### src/rtl/quiz_round_ctrl.sv
// quiz_round_ctrl: question sequencing, keypad press arbitration, answer
// judging and thermometer scoring for the N-player math quiz.
// Optional build macro PENALTY_EN: a wrong answer also removes one point
// (floor 0) in addition to locking the player out for that question.
//
// state  | meaning
// -------+---------------------------------------------------------------
// IDLE   | after reset, waiting for start
// ASK    | question shown, timer running, watching for valid presses
// JUDGE  | one cycle: compare captured key with the answer key
// NEXT   | one cycle: clear lockout/timer, advance question or finish
// DONE   | round over, winner valid, waiting for start
module quiz_round_ctrl #(
  parameter int NUM_PLAYERS   = 2,
  parameter int KEYW          = 9,
  parameter int NUM_QUESTIONS = 9,
  parameter int SCORE_MAX     = 5,
  parameter int TIMEOUT_CYC   = 1024
) (
  input  logic                                 clk,
  input  logic                                 rst_n,
  input  logic                                 start,
  input  logic                                 bank_sel,
  input  logic [NUM_PLAYERS*KEYW-1:0]          key_in,
  input  logic [KEYW-1:0]                      exp_key,
  output logic [$clog2(NUM_QUESTIONS)-1:0]     q_idx,
  output logic                                 bank_q,
  output logic [NUM_PLAYERS*SCORE_MAX-1:0]     score,
  output logic [NUM_PLAYERS-1:0]               lockout,
  output logic                                 busy,
  output logic                                 game_over,
  output logic [NUM_PLAYERS-1:0]               winner
);

  localparam int QW = $clog2(NUM_QUESTIONS);
  localparam int TW = $clog2(TIMEOUT_CYC + 1);
  localparam int PW = (NUM_PLAYERS > 1) ? $clog2(NUM_PLAYERS) : 1;
  localparam int CW = $clog2(SCORE_MAX + 1);

  typedef enum logic [2:0] {
    S_IDLE  = 3'd0,
    S_ASK   = 3'd1,
    S_JUDGE = 3'd2,
    S_NEXT  = 3'd3,
    S_DONE  = 3'd4
  } state_t;

  state_t                      state, state_nx;
  logic [NUM_PLAYERS*KEYW-1:0] key_q, key_hist;
  logic [NUM_PLAYERS-1:0]      press_vld;
  logic                        press_any;
  logic [PW-1:0]               press_sel;
  logic [KEYW-1:0]             press_key;
  logic [PW-1:0]               cap_sel;
  logic [KEYW-1:0]             cap_key;
  logic [TW-1:0]               timer;
  logic                        timeout;
  logic                        correct;
  logic [NUM_PLAYERS-1:0]      lock_after;
  logic                        all_locked;
  logic                        any_full;
  logic                        last_q;
  logic [CW-1:0]               cnt, best_cnt;
  logic [PW-1:0]               best_idx;
  logic                        tie;
  logic [NUM_PLAYERS-1:0]      win_calc;

  // A press is a fresh one-hot code from a player who is not locked out;
  // a multi-key code or a code that follows a non-zero one never counts.
  for (genvar p = 0; p < NUM_PLAYERS; p++) begin : g_press
    logic [KEYW-1:0] kv;
    assign kv = key_q[p*KEYW +: KEYW];
    assign press_vld[p] = (kv != '0) && ((kv & (kv - KEYW'(1))) == '0) &&
                          (key_hist[p*KEYW +: KEYW] == '0) && !lockout[p];
  end

  // Lowest-index pressing player wins; scanning downward leaves it last.
  always_comb begin
    press_sel = '0;
    press_key = '0;
    for (int p = NUM_PLAYERS - 1; p >= 0; p--) begin
      if (press_vld[p]) begin
        press_sel = PW'(p);
        press_key = key_q[p*KEYW +: KEYW];
      end
    end
    press_any = |press_vld;
  end

  assign timeout    = (timer == TW'(TIMEOUT_CYC - 1));
  assign correct    = (cap_key == exp_key);
  assign lock_after = lockout | (NUM_PLAYERS'(1) << cap_sel);
  assign all_locked = &lock_after;
  assign last_q     = (q_idx == QW'(NUM_QUESTIONS - 1));

  // Any player whose thermometer is completely filled ends the game.
  always_comb begin
    any_full = 1'b0;
    for (int p = 0; p < NUM_PLAYERS; p++) begin
      if (&score[p*SCORE_MAX +: SCORE_MAX]) any_full = 1'b1;
    end
  end

  // Unique highest point count wins; a shared maximum yields no winner.
  always_comb begin
    win_calc = '0;
    cnt      = '0;
    best_cnt = '0;
    best_idx = '0;
    tie      = 1'b0;
    for (int p = 0; p < NUM_PLAYERS; p++) begin
      cnt = '0;
      for (int b = 0; b < SCORE_MAX; b++) begin
        cnt = cnt + CW'(score[p*SCORE_MAX + b]);
      end
      if (p == 0 || cnt > best_cnt) begin
        best_cnt = cnt;
        best_idx = PW'(p);
        tie      = 1'b0;
      end else if (cnt == best_cnt) begin
        tie = 1'b1;
      end
    end
    if (!tie) win_calc[best_idx] = 1'b1;
  end

  // State register.
  always_ff @(posedge clk or negedge rst_n) begin
    if (!rst_n) state <= S_IDLE;
    else        state <= state_nx;
  end

  // Next-state decode.
  always_comb begin
    state_nx = state;
    case (state)
      S_IDLE, S_DONE: if (start) state_nx = S_ASK;
      S_ASK: begin
        if (press_any)    state_nx = S_JUDGE;
        else if (timeout) state_nx = S_NEXT;
      end
      S_JUDGE: state_nx = (correct || all_locked) ? S_NEXT : S_ASK;
      S_NEXT:  state_nx = (any_full || last_q) ? S_DONE : S_ASK;
      default: state_nx = S_IDLE;
    endcase
  end

  assign busy      = (state == S_ASK) || (state == S_JUDGE) || (state == S_NEXT);
  assign game_over = (state == S_DONE);

  // Keypad history, question/timer bookkeeping, scoring and winner latch.
  always_ff @(posedge clk or negedge rst_n) begin
    if (!rst_n) begin
      key_q    <= '0;
      key_hist <= '0;
      q_idx    <= '0;
      bank_q   <= 1'b0;
      score    <= '0;
      lockout  <= '0;
      winner   <= '0;
      timer    <= '0;
      cap_sel  <= '0;
      cap_key  <= '0;
    end else begin
      key_q    <= key_in;
      key_hist <= key_q;
      case (state)
        S_IDLE, S_DONE: begin
          if (start) begin
            score   <= '0;
            lockout <= '0;
            winner  <= '0;
            q_idx   <= '0;
            bank_q  <= bank_sel;
            timer   <= '0;
          end
        end
        S_ASK: begin
          // Saturating: a question re-entered after a wrong answer at the
          // last timer cycle still times out instead of wrapping.
          if (!timeout) timer <= timer + TW'(1);
          if (press_any) begin
            cap_sel <= press_sel;
            cap_key <= press_key;
          end
        end
        S_JUDGE: begin
          if (!correct) lockout <= lock_after;
          for (int p = 0; p < NUM_PLAYERS; p++) begin
            if (cap_sel == PW'(p)) begin
              if (correct) begin
                score[p*SCORE_MAX +: SCORE_MAX] <=
                  {score[p*SCORE_MAX +: SCORE_MAX-1], 1'b1};
              end else begin
`ifdef PENALTY_EN
                score[p*SCORE_MAX +: SCORE_MAX] <=
                  {1'b0, score[p*SCORE_MAX+1 +: SCORE_MAX-1]};
`else
                score[p*SCORE_MAX +: SCORE_MAX] <= score[p*SCORE_MAX +: SCORE_MAX];
`endif
              end
            end
          end
        end
        S_NEXT: begin
          lockout <= '0;
          timer   <= '0;
          if (any_full || last_q) winner <= win_calc;
          else                    q_idx  <= q_idx + QW'(1);
        end
        default: ;
      endcase
    end
  end

endmodule

### config.mk
export PLATFORM = sky130hd
export DESIGN_NAME = quiz_round_ctrl
export DESIGN_NICKNAME = d
export VERILOG_FILES = /design/src/rtl/quiz_round_ctrl.sv
export SDC_FILE = /design/constraint.sdc
export NUM_CORES = 1
export LEC_CHECK = 0
export ABC_AREA = 1
export BUFFER_PORTS_ARGS = -buffer_cell sky130_fd_sc_hd__buf_2
export CELL_PAD_IN_SITES_DETAIL_PLACEMENT = 1
export CELL_PAD_IN_SITES_GLOBAL_PLACEMENT = 2
export CORE_MARGIN = 5
export CORE_UTILIZATION = 30
export CTS_CLUSTER_SIZE = 8
export DETAILED_ROUTE_END_ITERATION = 12
export GPL_TIMING_DRIVEN = 0
export PLACE_DENSITY = 0.73
export RECOVER_POWER = 25
export SLEW_MARGIN = 0
export SYNTH_ARGS = -nofsm -noshare
export SYNTH_HDL_FRONTEND = slang
export SYNTH_SLANG_ARGS = --single-unit
### constraint.sdc
create_clock -name clk -period 2.4 [get_ports clk]
set_clock_uncertainty 0.15 [all_clocks]
set_input_delay 0.36 -clock clk [delete_from_list [all_inputs] [get_ports clk]]
set_output_delay 0.36 -clock clk [all_outputs]
set_load 0.1 [all_outputs]
==> results.cfg <==
[status]
outcome = finished with violations
violations = setup timing

[yosys]
ys_seq_area_frac = 0.5035
synth_area_um2 = 3926
ys_ff_latch = 79
async_flop_share = 1.000
yosysMostFrequentCell = nand2_1
synth.area.top_cells = dfrtp_1 (50%), nand2_1 (8.1%), nor2_1 (7.0%)
synth_edf_count = 0
synth_top_cell_area_share = 0.5035
synthTopCellsByCount = nand2_1 (85), dfrtp_1 (79), nor2_1 (73)
synth_warnings = 0
synth_cell_types = 39
ys.flop_type = dfrtp_1
avgSynthCellArea_um2 = 8.648
synthCells = 454
yosys.area.top_type = dfrtp_1
syn_nets = 499

[power]
power_density_nw_per_um2 = 852.5
power_frac_seq = 0.368
combPwrFrac = 0.331
pwr-share-clk = 0.301
power_mw = 4.282
p_sw_mw = 1.728
p_sw_frac = 0.4037
p_leak_nw = 2.348
p_int_mw = 2.553
peakVddDrop_mv = 0.3971

[timing]
fin_ws_ps = -63.05
tightest_slew_ps = 1210
clock.fmax_mhz = 406.0
rsz0062_at_grt = yes
slew_headroom = 0.1936
hold_violations = 0
fin_crit_ps = 2463
fin_crit_sh = 1.026
drv_slew = 0
finalSetupTns_ps = -116.9
hold_ws_ps = 76.86
setup_viol = 2

[worst_setup_path]
reg2reg_from = score[5]
worst_setup_path_end_kind = flop
cp_max_fo = 2
crit_required_ps = 2530
worst_ep_arrival_time_ps = 2600
criticalPathCategory = reg2reg
start_kind = flop
startpoint = score[5]

[route]
via_per_inst = 4.595
wl_mm = 10.10
wl_per_cell_um = 14.06
drtAntennaViolNets = 0
drt_first_pass_iters = 4
vias = 3299
dr.first_iter.drc_count = 150
drc_errors = 0

[floorplanning]
placeableCoreArea_um2 = 12720
die_w_um = 124.4
rows = 41
start_util = 0.3086
num_io_pins = 52
die_h_um = 124.4
dieArea_um2 = 15480

[layout]
nFillCells = 1581
seq_area_um2 = 2002
diodes = 0
drive_gt1_frac = 0.2308
nets = 587
multiInputGateArea_um2 = 1742
syn_to_final_growth_pct = 27.92
finalInstanceArea_um2 = 5022
final_core_util = 0.3948

[clock_network]
clockBufferDepth = 2
numCtsBuffers = 9
clkTransAtPathRegs_ps = 60
cts_tree = done
clk_latency_ps = 340
cts_root_buf = clkbuf_16
clock-sinks = 79
h-tree-depth = 3

[global_route]
grt_first_pass_wirelength_mm = 17.45
grt-ovfl-total = 0
grt_usage = 0.1388
grt_max_degree = 61
antenna_found_initial = 0
grt_pass1_vias = 3616

[placement]
gp_congestion = 0.7360
portBuffers = 51
placed_area_um2 = 4457
hpwl_mm = 7.491

[flow_run]
maxCapViolCount = 0

[min_path]
hold_path.class = in2reg
worstHoldStart = bank_sel
-- critical path: stages (launching register included) --
cell and delay [ps]:
dfrtp_4 480, inv_2 60, fa_1 450, fa_2 380, inv_2 70, ha_4 190
ha_4 210, a31oi_1 130, nand2_1 90, inv_1 60, nand4_1 60, nand2_1 80
-- cells in the final DEF (no fill, tap or decap), drive strengths merged, types with 3 or more instances in the layout --
cell type and instances:
xor2 7, xnor2 7, nand2 89, buf 61, nor3 5, o22ai 4
nand3 32, clkbuf 13, inv 61, a21oi 11, o21ai 24, ha 10
fa 4, nand4 21, nor2 81, dfrtp 79, a21boi 3, dlygate4sd3 19
-- per-layer routing --
metal	vias to the layer above	wire (um)	part of all wire	global-route usage
met5	-	0	0	0
met4	0	192	0.019	0.05803
met3	14	324	0.032	0.02787
met2	51	4945	0.49	0.2366
met1	1591	4635	0.46	0.1709
li1	1643	-	-	-
-- what timing repair did --
action	CTS	global route
endpoints found under the hold margin	37	0
hold buffers	19	0
gates resized for setup	7	3
setup endpoints to repair	2	12
pin swaps	7	8
buffers inserted	6	0
-- metrics by stage --
step / setup slack [ps] / std cells
final: -63.05 / 718
after global routing: -191.9 / 718
after CTS: -141.1 / 718
after detailed placement: -167.7 / 678
after global placement: -142.8 / 677
after floorplan: -247.8 / 454
-- registers in the layout, summed over array words and instances, names as in the netlist --
| register | count |
|---|---|
| key_hist | 18 |
| key_q | 18 |
| timer | 11 |
| score | 10 |
| cap_key | 9 |
| q_idx | 4 |
| state | 3 |
| lockout | 2 |
| winner | 2 |
| bank_q | 1 |
| cap_sel | 1 |
-- power by group through the flow --
stage / Sequential (mW) / Combinational, mW / Clock [mW]
floorplan: 1.90 / 0.734 / 0
CTS: 1.58 / 1.44 / 1.32
finish: 1.58 / 1.42 / 1.29
global placement: 1.60 / 1.37 / 0
detailed placement: 1.61 / 1.40 / 0
global route: 1.59 / 1.56 / 1.38
-- cell type report --
type / instances / area share
plain buffers: 4 / 0.007723
clock buffers: 12 / 0.05107
well taps: 172 / 0.04285
repair buffers: 77 / 0.1029
flip-flops and latches: 79 / 0.3986
inverters: 61 / 0.04609
clock inverters: 3 / 0.003986
multi-input cells: 310 / 0.3468
-- final timing paths --
path                                     end  slack (ps)  cells after the start
worst max-delay path               winner[0]         -60                     11
worst min-delay path                  bank_q          80                      3
worst max register to register     winner[0]         -60                     11
worst min register to register  key_hist[11]         260                      0
max in group asynchronous           score[8]         560                      3
min in group asynchronous           key_q[8]         640                      2
-- logic make-up after synthesis --
logic type | after synthesis | synth area share
simple gates | 233 | 0.2706
flops | 79 | 0.5035
buf+inv | 65 | 0.06819
compound gates | 49 | 0.07425
xor+xnor | 14 | 0.03123
fa+ha+maj | 14 | 0.05226
Power figures use the tool's default switching activity.
